<file path="src/rtl/odo_nonce_collector.sv">
// odo_nonce_collector
//   Qualifies golden-nonce hits from the Odocrypt core and queues them for the
//   USB3 interface. Hits are ignored for BLANK_CYCLES cycles after a job
//   starts, while the core pipeline is still filling. Accepted hits pass
//   through a one-cycle capture stage into a DEPTH-entry FIFO. The FIFO head
//   is presented on nonce_valid/nonce_out until it is acknowledged.
//   The collector flushes when start_hash falls or host_break pulses.
//
// Handshake: nonce_valid/nonce_out hold the FIFO head. The head is popped on
//   any rising clk_h edge where nonce_valid=1 and nonce_ack=1. The next head,
//   or nonce_valid=0, is visible after that same edge. nonce_ack is ignored
//   while nonce_valid=0. nonce_out keeps its last value while the FIFO is
//   empty.
//
// Optional build macro ODO_NONCE_DEDUP_EN: when defined, a hit repeating the
//   last accepted nonce is dropped. This collapses a core that holds
//   ticket2moon high into a single FIFO entry.
//
// Ports:
//   clk_h        in   hashing clock, rising edge
//   rst          in   synchronous reset, active-high
//   start_hash   in   job-active level
//   host_break   in   single-cycle abort pulse
//   ticket2moon  in   raw hit flag from the core
//   nonce[31:0]  in   golden nonce, valid while ticket2moon=1
//   nonce_valid  out  FIFO head valid
//   nonce_out    out  FIFO head value
//   nonce_ack    in   pop request
//   fifo_count   out  entries held, 0..DEPTH
//   overflow     out  sticky: a qualified hit was dropped on a full FIFO
//   state_dbg    out  FSM state (0 IDLE, 1 BLANK, 2 RUN, 3 FLUSH)
module odo_nonce_collector #(
  parameter int DEPTH        = 8,
  parameter int AW           = 3,
  parameter int BLANK_CYCLES = 205
) (
  input  logic          clk_h,
  input  logic          rst,
  input  logic          start_hash,
  input  logic          host_break,
  input  logic          ticket2moon,
  input  logic [31:0]   nonce,
  output logic          nonce_valid,
  output logic [31:0]   nonce_out,
  input  logic          nonce_ack,
  output logic [AW:0]   fifo_count,
  output logic          overflow,
  output logic [1:0]    state_dbg
);

  typedef enum logic [1:0] {
    S_IDLE  = 2'd0,
    S_BLANK = 2'd1,
    S_RUN   = 2'd2,
    S_FLUSH = 2'd3
  } state_t;

  localparam logic [7:0] BLANK_INIT = 8'(BLANK_CYCLES);
  localparam logic [AW:0] FULL_CNT  = (AW+1)'(DEPTH);

  state_t          state_q, state_d;
  logic            start_d;
  logic            rearm_q;
  logic [7:0]      blank_cnt_q;
  logic            cap_valid_q;
  logic [31:0]     cap_nonce_q;
  logic [AW-1:0]   wr_ptr_q, rd_ptr_q, rd_ptr_n;
  logic [31:0]     mem [DEPTH];
  logic [AW:0]     count_n;
  logic            valid_n;
  logic [31:0]     head_n;

  logic start_rise, start_fall, in_job, flush_req, enter_blank;
  logic hit, fifo_clear, wr, rd, full, wr_eff, drop;

  // rearm_q blocks a "rise" from a start_hash that was already high when
  // reset was released. A job starts only after start_hash is seen low.
  assign start_rise  = start_hash & ~start_d & ~rearm_q;
  assign start_fall  = ~start_hash & start_d;
  assign in_job      = (state_q == S_BLANK) || (state_q == S_RUN);
  assign flush_req   = in_job & (host_break | start_fall);
  assign enter_blank = (state_d == S_BLANK) && (state_q != S_BLANK);
  assign state_dbg   = state_q;

  always_comb begin
    state_d = state_q;
    case (state_q)
      S_IDLE:  if (start_rise) state_d = S_BLANK;
      S_BLANK: begin
        if (flush_req)              state_d = S_FLUSH;
        else if (blank_cnt_q == 8'd1) state_d = S_RUN;
      end
      S_RUN:   if (flush_req) state_d = S_FLUSH;
      S_FLUSH: state_d = start_rise ? S_BLANK : S_IDLE;
      default: state_d = S_IDLE;
    endcase
  end

  always_ff @(posedge clk_h) begin
    if (rst) begin
      state_q     <= S_IDLE;
      start_d     <= 1'b0;
      rearm_q     <= 1'b1;
      blank_cnt_q <= 8'd0;
    end else begin
      state_q <= state_d;
      start_d <= start_hash;
      if (!start_hash) rearm_q <= 1'b0;
      if (enter_blank)
        blank_cnt_q <= BLANK_INIT;
      else if (state_q == S_BLANK && blank_cnt_q != 8'd0)
        blank_cnt_q <= blank_cnt_q - 8'd1;
    end
  end

  // Hit qualification. A flush request in the same cycle wins over the hit.
`ifdef ODO_NONCE_DEDUP_EN
  logic [31:0] last_nonce_q;
  logic        last_valid_q;
  logic        repeat_hit;

  assign repeat_hit = last_valid_q && (nonce == last_nonce_q);
  assign hit = (state_q == S_RUN) & ticket2moon & ~flush_req & ~repeat_hit;

  always_ff @(posedge clk_h) begin
    if (rst) begin
      last_nonce_q <= 32'h0;
      last_valid_q <= 1'b0;
    end else if (enter_blank || flush_req || state_q == S_FLUSH) begin
      last_valid_q <= 1'b0;
    end else if (hit) begin
      last_nonce_q <= nonce;
      last_valid_q <= 1'b1;
    end
  end
`else
  assign hit = (state_q == S_RUN) & ticket2moon & ~flush_req;
`endif

  // The FIFO clears on the edge that detects the flush and again in FLUSH.
  // The capture stage is discarded by the same clear.
  assign fifo_clear = flush_req | (state_q == S_FLUSH);
  assign wr         = cap_valid_q & ~fifo_clear;
  assign rd         = nonce_valid & nonce_ack & ~fifo_clear;
  assign full       = (fifo_count == FULL_CNT);
  assign wr_eff     = wr & (~full | rd);
  assign drop       = wr & full & ~rd;

  always_ff @(posedge clk_h) begin
    if (rst) begin
      cap_valid_q <= 1'b0;
      cap_nonce_q <= 32'h0;
    end else begin
      cap_valid_q <= hit;
      if (hit) cap_nonce_q <= nonce;
    end
  end

  // Next head. When the slot becoming head is the one being written on this
  // edge, take the capture value directly, because mem does not hold it yet.
  always_comb begin
    count_n  = fifo_count;
    rd_ptr_n = rd_ptr_q;
    valid_n  = nonce_valid;
    head_n   = nonce_out;
    if (fifo_clear) begin
      count_n  = '0;
      rd_ptr_n = '0;
      valid_n  = 1'b0;
    end else begin
      count_n  = fifo_count + (AW+1)'(wr_eff) - (AW+1)'(rd);
      rd_ptr_n = rd_ptr_q + AW'(rd);
      valid_n  = (count_n != '0);
      if (valid_n)
        head_n = (wr_eff && rd_ptr_n == wr_ptr_q) ? cap_nonce_q : mem[rd_ptr_n];
    end
  end

  always_ff @(posedge clk_h) begin
    if (wr_eff) mem[wr_ptr_q] <= cap_nonce_q;
  end

  always_ff @(posedge clk_h) begin
    if (rst) begin
      wr_ptr_q    <= '0;
      rd_ptr_q    <= '0;
      fifo_count  <= '0;
      nonce_valid <= 1'b0;
      nonce_out   <= 32'h0;
      overflow    <= 1'b0;
    end else begin
      wr_ptr_q    <= fifo_clear ? '0 : wr_ptr_q + AW'(wr_eff);
      rd_ptr_q    <= rd_ptr_n;
      fifo_count  <= count_n;
      nonce_valid <= valid_n;
      nonce_out   <= head_n;
      if (enter_blank) overflow <= 1'b0;
      else if (drop)   overflow <= 1'b1;
    end
  end

endmodule

</file>
<file path="config.mk">
export PLATFORM = sky130hd
export DESIGN_NAME = odo_nonce_collector
export DESIGN_NICKNAME = d
export VERILOG_FILES = /design/src/rtl/odo_nonce_collector.sv
export SDC_FILE = /design/constraint.sdc
export NUM_CORES = 1
export LEC_CHECK = 0
export ABC_AREA = 1
export CELL_PAD_IN_SITES_DETAIL_PLACEMENT = 0
export CELL_PAD_IN_SITES_GLOBAL_PLACEMENT = 1
export CORE_UTILIZATION = 51
export DETAILED_ROUTE_END_ITERATION = 8
export PLACE_DENSITY = 0.91
export SYNTH_ARGS = -nofsm -noshare
export SYNTH_HDL_FRONTEND = slang
export SYNTH_SLANG_ARGS = --single-unit
</file>
<file path="constraint.sdc">
create_clock -name clk_h -period 10.1 [get_ports clk_h]
set_clock_uncertainty 0.05 [all_clocks]
set_input_delay 2.02 -clock clk_h [delete_from_list [all_inputs] [get_ports clk_h]]
set_output_delay 2.02 -clock clk_h [all_outputs]
set_load 0.05 [all_outputs]
</file>
==> run_results.csv, run 1 <==
group,metric,value,unit
clocking,cts.path.max_buffers,3,
clocking,clk_latency,0.55,ns
grt,grt_max_degree,106,
grt,grt_pass1_vias,9804,
critical_path,path_common_cell,"nand2_1",
floorplanning,fp.dieH,170,µm
grt,track_usage,23.9,%
synthesis,synthTopCellsByArea,"edfxtp_1 53%, dfxtp_1 12%, nand2_1 8.3%",
synthesis,synth-seq-cells,345,
critical_path,crit_fanout,34,
final_layout,utilization,59.0,%
route,routed_wl,33900,µm
placement,port_buffers,77,
sta,whs,0.445,ns
sta,setup_viol,0,
placement,pre_cts_slack,3.93,ns
critical_path,cp.depth,21,
final_layout,num_antenna_cells,0,
critical_path,slowest_delay,0.59,ns
critical_path,cp_top_family,"simple AND/OR/NAND/NOR gates",
grt,grt_antenna_before_repair,1,
route,wire_per_inst,18.1,µm
final_layout,syn_to_final_growth,13.9,%
sta,rsz0062_at_grt,"no",
sta,max_freq,177,MHz
grt,grt_pass1_wl,52800,µm
critical_path,cp-end-kind,"register",
final_layout,drive_above_1_share,5.95,%
clocking,cts_tree,"yes",
min_path,min_delay_path_depth,2,
synthesis,async_reset_ff_share,0,%
pwr,irDropWorstVdd,198,µV
min_path,hp-class,"reg2reg",
pwr,powerDensity,262,nW/µm²
floorplanning,fp.coreArea,27800,µm²
floorplanning,die_w,170,µm
synthesis,ys_warn_count,0,
clocking,htreeDepth,1,
clocking,cts_root_buffer,"clkbuf_16",
final_layout,multiInputGateArea,4190,µm²
floorplanning,ios,78,
clocking,cts_inserted_buffers,31,
synthesis,synth_fp_nets,1478,
sta,finalCriticalPeriod,5.64,ns
synthesis,synth_cell_type_count,35,
synthesis,netlist.area_leader.share,53.5,%
critical_path,critical_path.cell_chain,"clkdlybuf4s50_1 > inv_2 > nand2_1 > nand2_1 > nand2_4 > nand3_2 > nand2_2 > nand2_1 > inv_1 > nand2_1 > nand2_1 > ha_1 > inv_1 > fa_1 > xor2_1 > nand4_1 > nand2_1 > inv_2 > nand3_1 > nand2_1 > inv_1",
final_layout,final_nets,1525,
sta,drv_slew,0,
floorplanning,die_area,28900,µm²
sta,worst_slack,4.46,ns
clocking,cts.clk_slew.worst_paths,0.07,ns
final_layout,stdcell_count,1875,
critical_path,crit_type,"in2reg",
critical_path,cp-start-kind,"input port",
final_layout,design_area,16400,µm²
run_status,status,"completed",
sta,tns,0,ns
clocking,post-cts-setup-buffers,0,
clocking,ctsHoldBuffers,0,
critical_path,crit_buf_inv,6,
route,drt-initial-drc-count,990,
sta,slew_headroom,22.1,%
final_layout,regArea,9470,µm²
route,antenna_left,0,
critical_path,reg2reg_depth,19,
flow_run,cap_viol_max_count,0,
synthesis,synthesis.area,14400,µm²
placement,dp_cells,1817,
route,dr.pass1.iters,6,
sta,hold_viol_final,0,
placement,hpwl,19100,µm
synthesis,synth_area_leader_cell,"edfxtp_1",
critical_path,crit_slowest_cell,"inv_2",
route,route.detailed.drc,0,
synthesis,synth_edf_count,256,
synthesis,synth_ff_type,"edfxtp_1",
clocking,postCtsResizedCells,0,
pwr,power,4.29,mW
sta,fin_crit_sh,55.8,%
synthesis,synth_most_common_cell,"nand2_1",
sta,tightest_slew,1.17,ns
floorplanning,placementRows,61,
grt,overflow,0,
route,via_per_inst,5.47,
critical_path,cp.required,10.50,ns
route,num_vias,10265,
placement,placed_cell_area,15400,µm²
final_layout,fillers,2305,
critical_path,cp_data_arrival_time,6.04,ns
pwr,power_leakage,6.58,nW
synthesis,syn_avg_cell_area,10.1,µm²
placement,gp_congestion,0.856,
synthesis,synthCells,1425,
clocking,cts.sinks,345,
synthesis,synthTopCellsByCount,"319 x nand2_1, 256 x edfxtp_1, 226 x nor2_1",
synthesis,ys_seq_area_share,65.8,%
floorplanning,initial_core_util,51.8,%
==> state kept, by name, indices dropped and copies added (netlist names) <==
| register | count |
|---|---|
| wr_ptr_q | 3 |
| state_dbg | 2 |
| cap_valid_q | 1 |
| overflow | 1 |
| nonce_valid | 1 |
| mem | 256 |
| rd_ptr_q | 3 |
| fifo_count | 4 |
| nonce_out | 32 |
| start_d | 1 |
| rearm_q | 1 |
| blank_cnt_q | 8 |
| cap_nonce_q | 32 |
==> layout make-up <==
type,count,area share [%]
Inverter,92,2.13
Timing Repair Buffer,94,5.48
Clock buffer,42,5.29
Tap cell,378,2.89
Clock inverter,16,0.817
Sequential cell,345,57.8
Multi-Input combinational cell,908,25.6
==> logic make-up after synthesis <==
logic type               count (synthesis)  share of synthesized area [%]
flip-flops                             345                           65.8
buffers and inverters                  172                           5.53
AND/OR/NAND/NOR                        708                           20.6
XOR/XNOR                                 7                          0.479
adder cells (fa/ha/maj)                 15                           1.36
AO/OA/AOI/OAI                          178                           6.20
==> worst paths after layout <==
path | start | to | slack [ns]
min reg2reg | rearm_q | rearm_q | 0.44
max reg2reg | state_dbg[1] | nonce_out[20] | 5.74
max | start_hash | nonce_out[20] | 4.46
min | rearm_q | rearm_q | 0.44
==> per-layer routing <==
layer  up-vias  part of all wire, %  global-route usage [%]
met5         -                0.038                       0
met4         2                  2.0                    6.35
met3        64                  9.2                    4.37
met2       425                   46                    38.9
met1      4884                   42                    33.0
li1       4890                    -                       -
==> power breakdown <==
group | total, mW | internal [mW] | switching (mW)
logic | 1.47 | 0.453 | 1.02
clock network | 1.15 | 0.651 | 0.499
registers | 1.67 | 1.60 | 0.0736
total | 4.29 | 2.70 | 1.59
==> layout by cell type, fill, tap and decap left out, drive strengths merged <==
cell           instances
a21oi                 21
a31oi                  1
buf                   17
bufinv                 2
clkbuf                42
clkdlybuf4s50         77
clkinv                16
dfxtp                 89
edfxtp               256
fa                     1
ha                    14
inv                   90
nand2                322
nand3                117
nand3b                 1
nand4                 36
nor2                 228
nor3                   2
nor3b                  1
o21ai                156
or2                    1
xnor2                  3
xor2                   4
==> worst min-delay path, stage by stage (launching register included) <==
cell,delay (ns)
dfxtp_1,0.30
inv_1,0.06
o21ai_0,0.09
Power figures use the tool's default switching activity.
==> run 2: changes to the inputs <==
--- a/config.mk
+++ b/config.mk
@@ -8,9 +8,9 @@
 export ABC_AREA = 1
 export CELL_PAD_IN_SITES_DETAIL_PLACEMENT = 0
 export CELL_PAD_IN_SITES_GLOBAL_PLACEMENT = 1
-export CORE_UTILIZATION = 51
+export CORE_UTILIZATION = 43
 export DETAILED_ROUTE_END_ITERATION = 8
-export PLACE_DENSITY = 0.91
+export PLACE_DENSITY = 0.82
 export SYNTH_ARGS = -nofsm -noshare
 export SYNTH_HDL_FRONTEND = slang
 export SYNTH_SLANG_ARGS = --single-unit
==> constraint.sdc (replaced) <==
create_clock -name clk_h -period 5.1 [get_ports clk_h]
set_clock_uncertainty 0.05 [all_clocks]
set_input_delay 1.02 -clock clk_h [delete_from_list [all_inputs] [get_ports clk_h]]
set_output_delay 1.02 -clock clk_h [all_outputs]
set_load 0.05 [all_outputs]
==> run_results.csv, run 2 (synthesized netlist as in run 1, its figures left out) <==
group,metric,value,unit
run_status,status,"completed",
route,wire_per_inst,18.2,µm
critical_path,cp-start-kind,"input port",
final_layout,regMostFlops,"mem",
critical_path,rrSetupSlack,1.62,ns
clocking,cts.clk_slew.worst_paths,0.07,ns
clocking,postCtsResizedCells,0,
route,num_vias,10146,
critical_path,crit_slowest_cell,"clkdlybuf4s50_1",
grt,grt_max_degree,130,
critical_path,critical_path.cell_chain,"clkdlybuf4s50_1 > inv_2 > nand2_1 > nand2_1 > nand2_4 > nand3_2 > nand2_2 > nand2_1 > inv_1 > nand2_1 > nand2_1 > ha_1 > inv_1 > fa_1 > xor2_1 > nand4_1 > nand2_1 > inv_2 > buf_4 > nand3_1 > nand2_1 > inv_1",
route,antenna_left,0,
route,routed_wl,35700,µm
grt,overflow,0,
floorplanning,ios,78,
critical_path,cp_top_family,"buffers and inverters",
floorplanning,fp.dieH,185,µm
critical_path,reg2reg_depth,20,
route,dr.pass1.iters,5,
critical_path,cp.required,5.48,ns
critical_path,cp-end-kind,"register",
floorplanning,initial_core_util,44.0,%
clocking,clk_latency,0.52,ns
min_path,min_to,"rearm_q",
grt,grt_antenna_before_repair,3,
critical_path,cp.depth,22,
critical_path,crit_buf_inv,7,
sta,rsz0062_at_grt,"no",
critical_path,path_common_cell,"nand2_1",
sta,tns,0,ns
sta,slew_headroom,52.0,%
placement,pre_cts_slack,0.796,ns
sta,tightest_slew,0.721,ns
pwr,irDropWorstVdd,511,µV
min_path,min-delay-start,"rearm_q",
clocking,post-cts-setup-buffers,0,
floorplanning,placementRows,66,
pwr,power_leakage,6.71,nW
sta,fin_crit_sh,73.7,%
sta,whs,0.437,ns
placement,placed_cell_area,15600,µm²
final_layout,drive_above_1_share,6.72,%
critical_path,crit_fanout,15,
clocking,cts_inserted_buffers,35,
pwr,powerDensity,531,nW/µm²
sta,hold_viol_final,0,
clocking,cts_root_buffer,"clkbuf_16",
floorplanning,die_w,185,µm
clocking,htreeDepth,2,
route,route.detailed.drc,0,
placement,gp_congestion,0.805,
clocking,cts.path.max_buffers,3,
min_path,hp-class,"reg2reg",
placement,hpwl,20300,µm
final_layout,design_area,16700,µm²
sta,setup_viol,0,
critical_path,worstReg2RegStart,"state_dbg[1]",
critical_path,slowest_delay,0.49,ns
sta,max_freq,266,MHz
final_layout,reg_top3,"mem: 256 flops, cap_nonce_q: 32 flops, nonce_out: 32 flops",
critical_path,r2r-end,"nonce_out[8]",
final_layout,multiInputGateArea,4190,µm²
sta,drv_slew,0,
grt,grt_pass1_vias,9872,
flow_run,cap_viol_max_count,0,
floorplanning,fp.coreArea,32700,µm²
clocking,ctsHoldBuffers,0,
sta,finalCriticalPeriod,3.76,ns
final_layout,final_cell_mix,"319 x nand2_1, 256 x edfxtp_1, 218 x nor2_1, 115 x nand3_1, 89 x dfxtp_1",
placement,port_buffers,77,
final_layout,fillers,2911,
critical_path,cp_data_arrival_time,4.14,ns
grt,grt_pass1_wl,55900,µm
sta,worst_slack,1.34,ns
route,drt-initial-drc-count,787,
floorplanning,die_area,34200,µm²
final_layout,largest_reg_flops,256,
final_layout,regArea,9470,µm²
final_layout,syn_to_final_growth,16.4,%
final_layout,final_common_cell,"nand2_1",
clocking,cts_tree,"yes",
grt,track_usage,21.5,%
final_layout,final_nets,1543,
clocking,cts.sinks,345,
route,via_per_inst,5.17,
min_path,min_delay_path_depth,2,
critical_path,crit_type,"in2reg",
==> run 2: routing by layer <==
layer / vias to the layer above / routed length, µm / global-route usage (%)
met2: 352 / 16400 / 34.6
met5: - / 12 / 0
met1: 4798 / 15900 / 29.8
met4: 2 / 643 / 5.75
met3: 57 / 2740 / 4.09
li1: 4937 / - / -
==> run 2: power breakdown <==
part	internal, mW	leakage, nW	total, mW	switching (mW)
clock network	1.44	0.540	2.50	1.05
logic	0.984	2.73	3.09	2.10
registers	3.17	3.44	3.30	0.136
==> run 2: worst min-delay path, delay by kind of cell (launching register included) <==
family                 cells  cell delay, ns
buffers and inverters      1            0.06
AOI/OAI and AO/OA          1            0.08
DFF                        1            0.30
==> run 2: final cells by class <==
| class | count | share of cell area (%) |
|---|---|---|
| sequential | 345 | 56.5 |
| multi-input combinational | 908 | 25.0 |
| timing repair buffer | 108 | 6.37 |
| clock buffer | 51 | 5.83 |
| tap | 442 | 3.30 |
| inverter | 92 | 2.08 |
| clock inverter | 13 | 0.822 |
| antenna | 2 | 0.0299 |
==> run 2: worst max-delay path by stage <==
| stage | endpoint | slack [ns] | from |
|---|---|---|---|
| floorplan | mem[0][0] | 1.42 | state_dbg[0] |
| global placement | nonce_out[8] | 0.89 | start_hash |
| detailed placement | nonce_out[8] | 0.80 | start_hash |
| CTS | nonce_out[8] | 1.34 | start_hash |
| global route | nonce_out[1] | 1.02 | start_hash |
| finish | nonce_out[8] | 1.34 | start_hash |
==> run 2: metrics by stage <==
| step | total power, mW | util [%] | std cells |
|---|---|---|---|
| floorplan | 5.57 | - | 1425 |
| global placement | 6.40 | 47.8 | 1895 |
| detailed placement | 6.44 | 47.8 | 1895 |
| CTS | 8.94 | 51.2 | 1959 |
| global route | 9.39 | 51.2 | 1959 |
| finish | 8.88 | 51.2 | 1961 |
==> run 3: changes to the inputs <==
--- a/config.mk
+++ b/config.mk
@@ -8,9 +8,9 @@
 export ABC_AREA = 1
 export CELL_PAD_IN_SITES_DETAIL_PLACEMENT = 0
 export CELL_PAD_IN_SITES_GLOBAL_PLACEMENT = 1
-export CORE_UTILIZATION = 43
+export CORE_UTILIZATION = 47
 export DETAILED_ROUTE_END_ITERATION = 8
-export PLACE_DENSITY = 0.82
+export PLACE_DENSITY = 0.85
 export SYNTH_ARGS = -nofsm -noshare
 export SYNTH_HDL_FRONTEND = slang
 export SYNTH_SLANG_ARGS = --single-unit
==> constraint.sdc (replaced) <==
create_clock -name clk_h -period 3.6 [get_ports clk_h]
set_clock_uncertainty 0.05 [all_clocks]
set_input_delay 0.72 -clock clk_h [delete_from_list [all_inputs] [get_ports clk_h]]
set_output_delay 0.72 -clock clk_h [all_outputs]
set_load 0.05 [all_outputs]
==> run_results.csv, run 3 (synthesized netlist as in run 1, its figures left out) <==
group,metric,value,unit
run_status,status,"completed",
clocking,htreeDepth,2,
route,drt-initial-drc-count,854,
clocking,cts.clk_slew.worst_paths,0.06,ns
critical_path,crit_fanout,32,
grt,grt_util_met3,4.23,%
placement,dp_cells,1853,
route,routed_wl,33400,µm
sta,tightest_slew,0.554,ns
final_layout,final_cell_mix,"319 x nand2_1, 256 x edfxtp_1, 218 x nor2_1, 115 x nand3_1, 89 x dfxtp_1",
placement,port_buffers,77,
route,dr.pass1.iters,5,
critical_path,critical_path.cell_chain,"inv_1 > ha_1 > nand2_4 > nand3_2 > nand2_2 > nand2_1 > inv_1 > nand2_1 > nand2_1 > ha_1 > inv_1 > fa_1 > xor2_1 > nand4_1 > nand2_1 > inv_2 > buf_12 > nand3_1 > nand2_1 > inv_1",
sta,rsz0062_at_grt,"no",
sta,worst_slack,0.449,ns
pwr,powerDensity,748,nW/µm²
route,via_per_inst,5.27,
critical_path,rrSetupSlack,0.45,ns
final_layout,syn_to_final_growth,17.8,%
grt,track_usage,21.8,%
sta,setup_viol,0,
clocking,postCtsResizedCells,0,
sta,whs,0.428,ns
final_layout,num_antenna_cells,0,
grt,gr-usage-met2,33.1,%
final_layout,utilization,56.7,%
clocking,cts_tree,"yes",
floorplanning,fp.dieH,177,µm
clocking,cts_inserted_buffers,35,
grt,overflow,0,
route,num_vias,10084,
final_layout,regMostFlops,"mem",
final_layout,reg_top3,"mem: 256 flops, cap_nonce_q: 32 flops, nonce_out: 32 flops",
sta,fin_crit_sh,87.5,%
pwr,power,12.7,mW
grt,grt_antenna_before_repair,0,
sta,hold_viol_final,0,
route,antenna_left,0,
sta,drv_slew,0,
critical_path,cp_data_arrival_time,3.51,ns
pwr,irDropWorstVdd,638,µV
floorplanning,placementRows,63,
route,wire_per_inst,17.5,µm
critical_path,cp-end-kind,"register",
final_layout,design_area,16900,µm²
critical_path,slowest_delay,0.44,ns
sta,finalCriticalPeriod,3.15,ns
critical_path,reg2reg_depth,20,
flow_run,cap_viol_max_count,0,
placement,pre_cts_slack,-0.0704,ns
floorplanning,fp.coreArea,29900,µm²
sta,tns,0,ns
critical_path,crit_type,"reg2reg",
min_path,min_to,"rearm_q",
final_layout,stdcell_count,1915,
floorplanning,ios,78,
clocking,clk_latency,0.52,ns
clocking,post-cts-setup-buffers,0,
critical_path,r2r-end,"nonce_out[17]",
sta,max_freq,317,MHz
critical_path,cp.required,3.96,ns
floorplanning,initial_core_util,48.1,%
placement,gp_congestion,0.804,
sta,slew_headroom,62.9,%
critical_path,cp-start-kind,"register",
floorplanning,die_area,31300,µm²
clocking,cts.sinks,345,
pwr,power_leakage,6.81,nW
critical_path,worstReg2RegStart,"state_dbg[1]",
placement,hpwl,20100,µm
floorplanning,die_w,177,µm
final_layout,largest_reg_flops,256,
min_path,hp-class,"reg2reg",
grt,met1_usage,31.8,%
critical_path,path_common_cell,"nand2_1",
final_layout,final_nets,1553,
critical_path,crit_slowest_cell,"dfxtp_1",
grt,gr-max-usage-layer,"met2",
clocking,cts_root_buffer,"clkbuf_16",
grt,grt_max_degree,71,
final_layout,drive_above_1_share,7.41,%
grt,grt_pass1_vias,9551,
min_path,min_delay_path_depth,2,
clocking,cts.path.max_buffers,3,
min_path,min-delay-start,"rearm_q",
final_layout,final_common_cell,"nand2_1",
clocking,ctsHoldBuffers,0,
placement,placed_cell_area,15800,µm²
route,route.detailed.drc,0,
grt,grt_pass1_wl,52400,µm
## run 3: cell types whose count changed in the layout (fill, tap and decap cells not counted), sizes merged, moves of 2 or more
cell / previous run / this run
diode: 2 / 0
clkbuf: 51 / 42
buf: 31 / 41
clkinvlp: 1 / 3
clkinv: 9 / 14
## run 3: cell type report
cell class / instances / area, µm²
fillers: 2402 / 12900
flip-flops and latches: 345 / 9470
multi-input cells: 908 / 4190
repair buffers: 118 / 1330
clock buffers: 42 / 923
well taps: 390 / 488
inverters: 92 / 349
clock inverters: 20 / 198
## run 3: worst max-delay path by stage
stage                          to         start  depth (start not counted)
detailed placement   nonce_out[8]    start_hash                         22
floorplan               mem[0][0]  state_dbg[0]                          8
CTS                 nonce_out[17]  state_dbg[1]                         20
global route        nonce_out[17]  state_dbg[1]                         21
finish              nonce_out[17]  state_dbg[1]                         20
global placement     nonce_out[3]    start_hash                         22
## run 3: power by group
part           total, mW  switching, mW  leakage (nW)  internal, mW
Combinational       4.45           2.93          2.83          1.52
Clock               3.55           1.48         0.539          2.06
Sequential          4.67          0.184          3.44          4.49
## run 3: layer usage
layer / vias to the layer above / wire (µm)
met5: - / 0
met4: 0 / 559
met3: 47 / 2510
met2: 339 / 15100
met1: 4750 / 15300
li1: 4948 / -
## run 3: critical path: cells and delay by family (launching register included)
kind | cells | cell delay [ns]
DFF | 1 | 0.44
adders and majority gates | 3 | 0.88
buffers and inverters | 6 | 0.55
xor gates and xnor gates | 1 | 0.18
and+or+nand+nor | 10 | 0.94
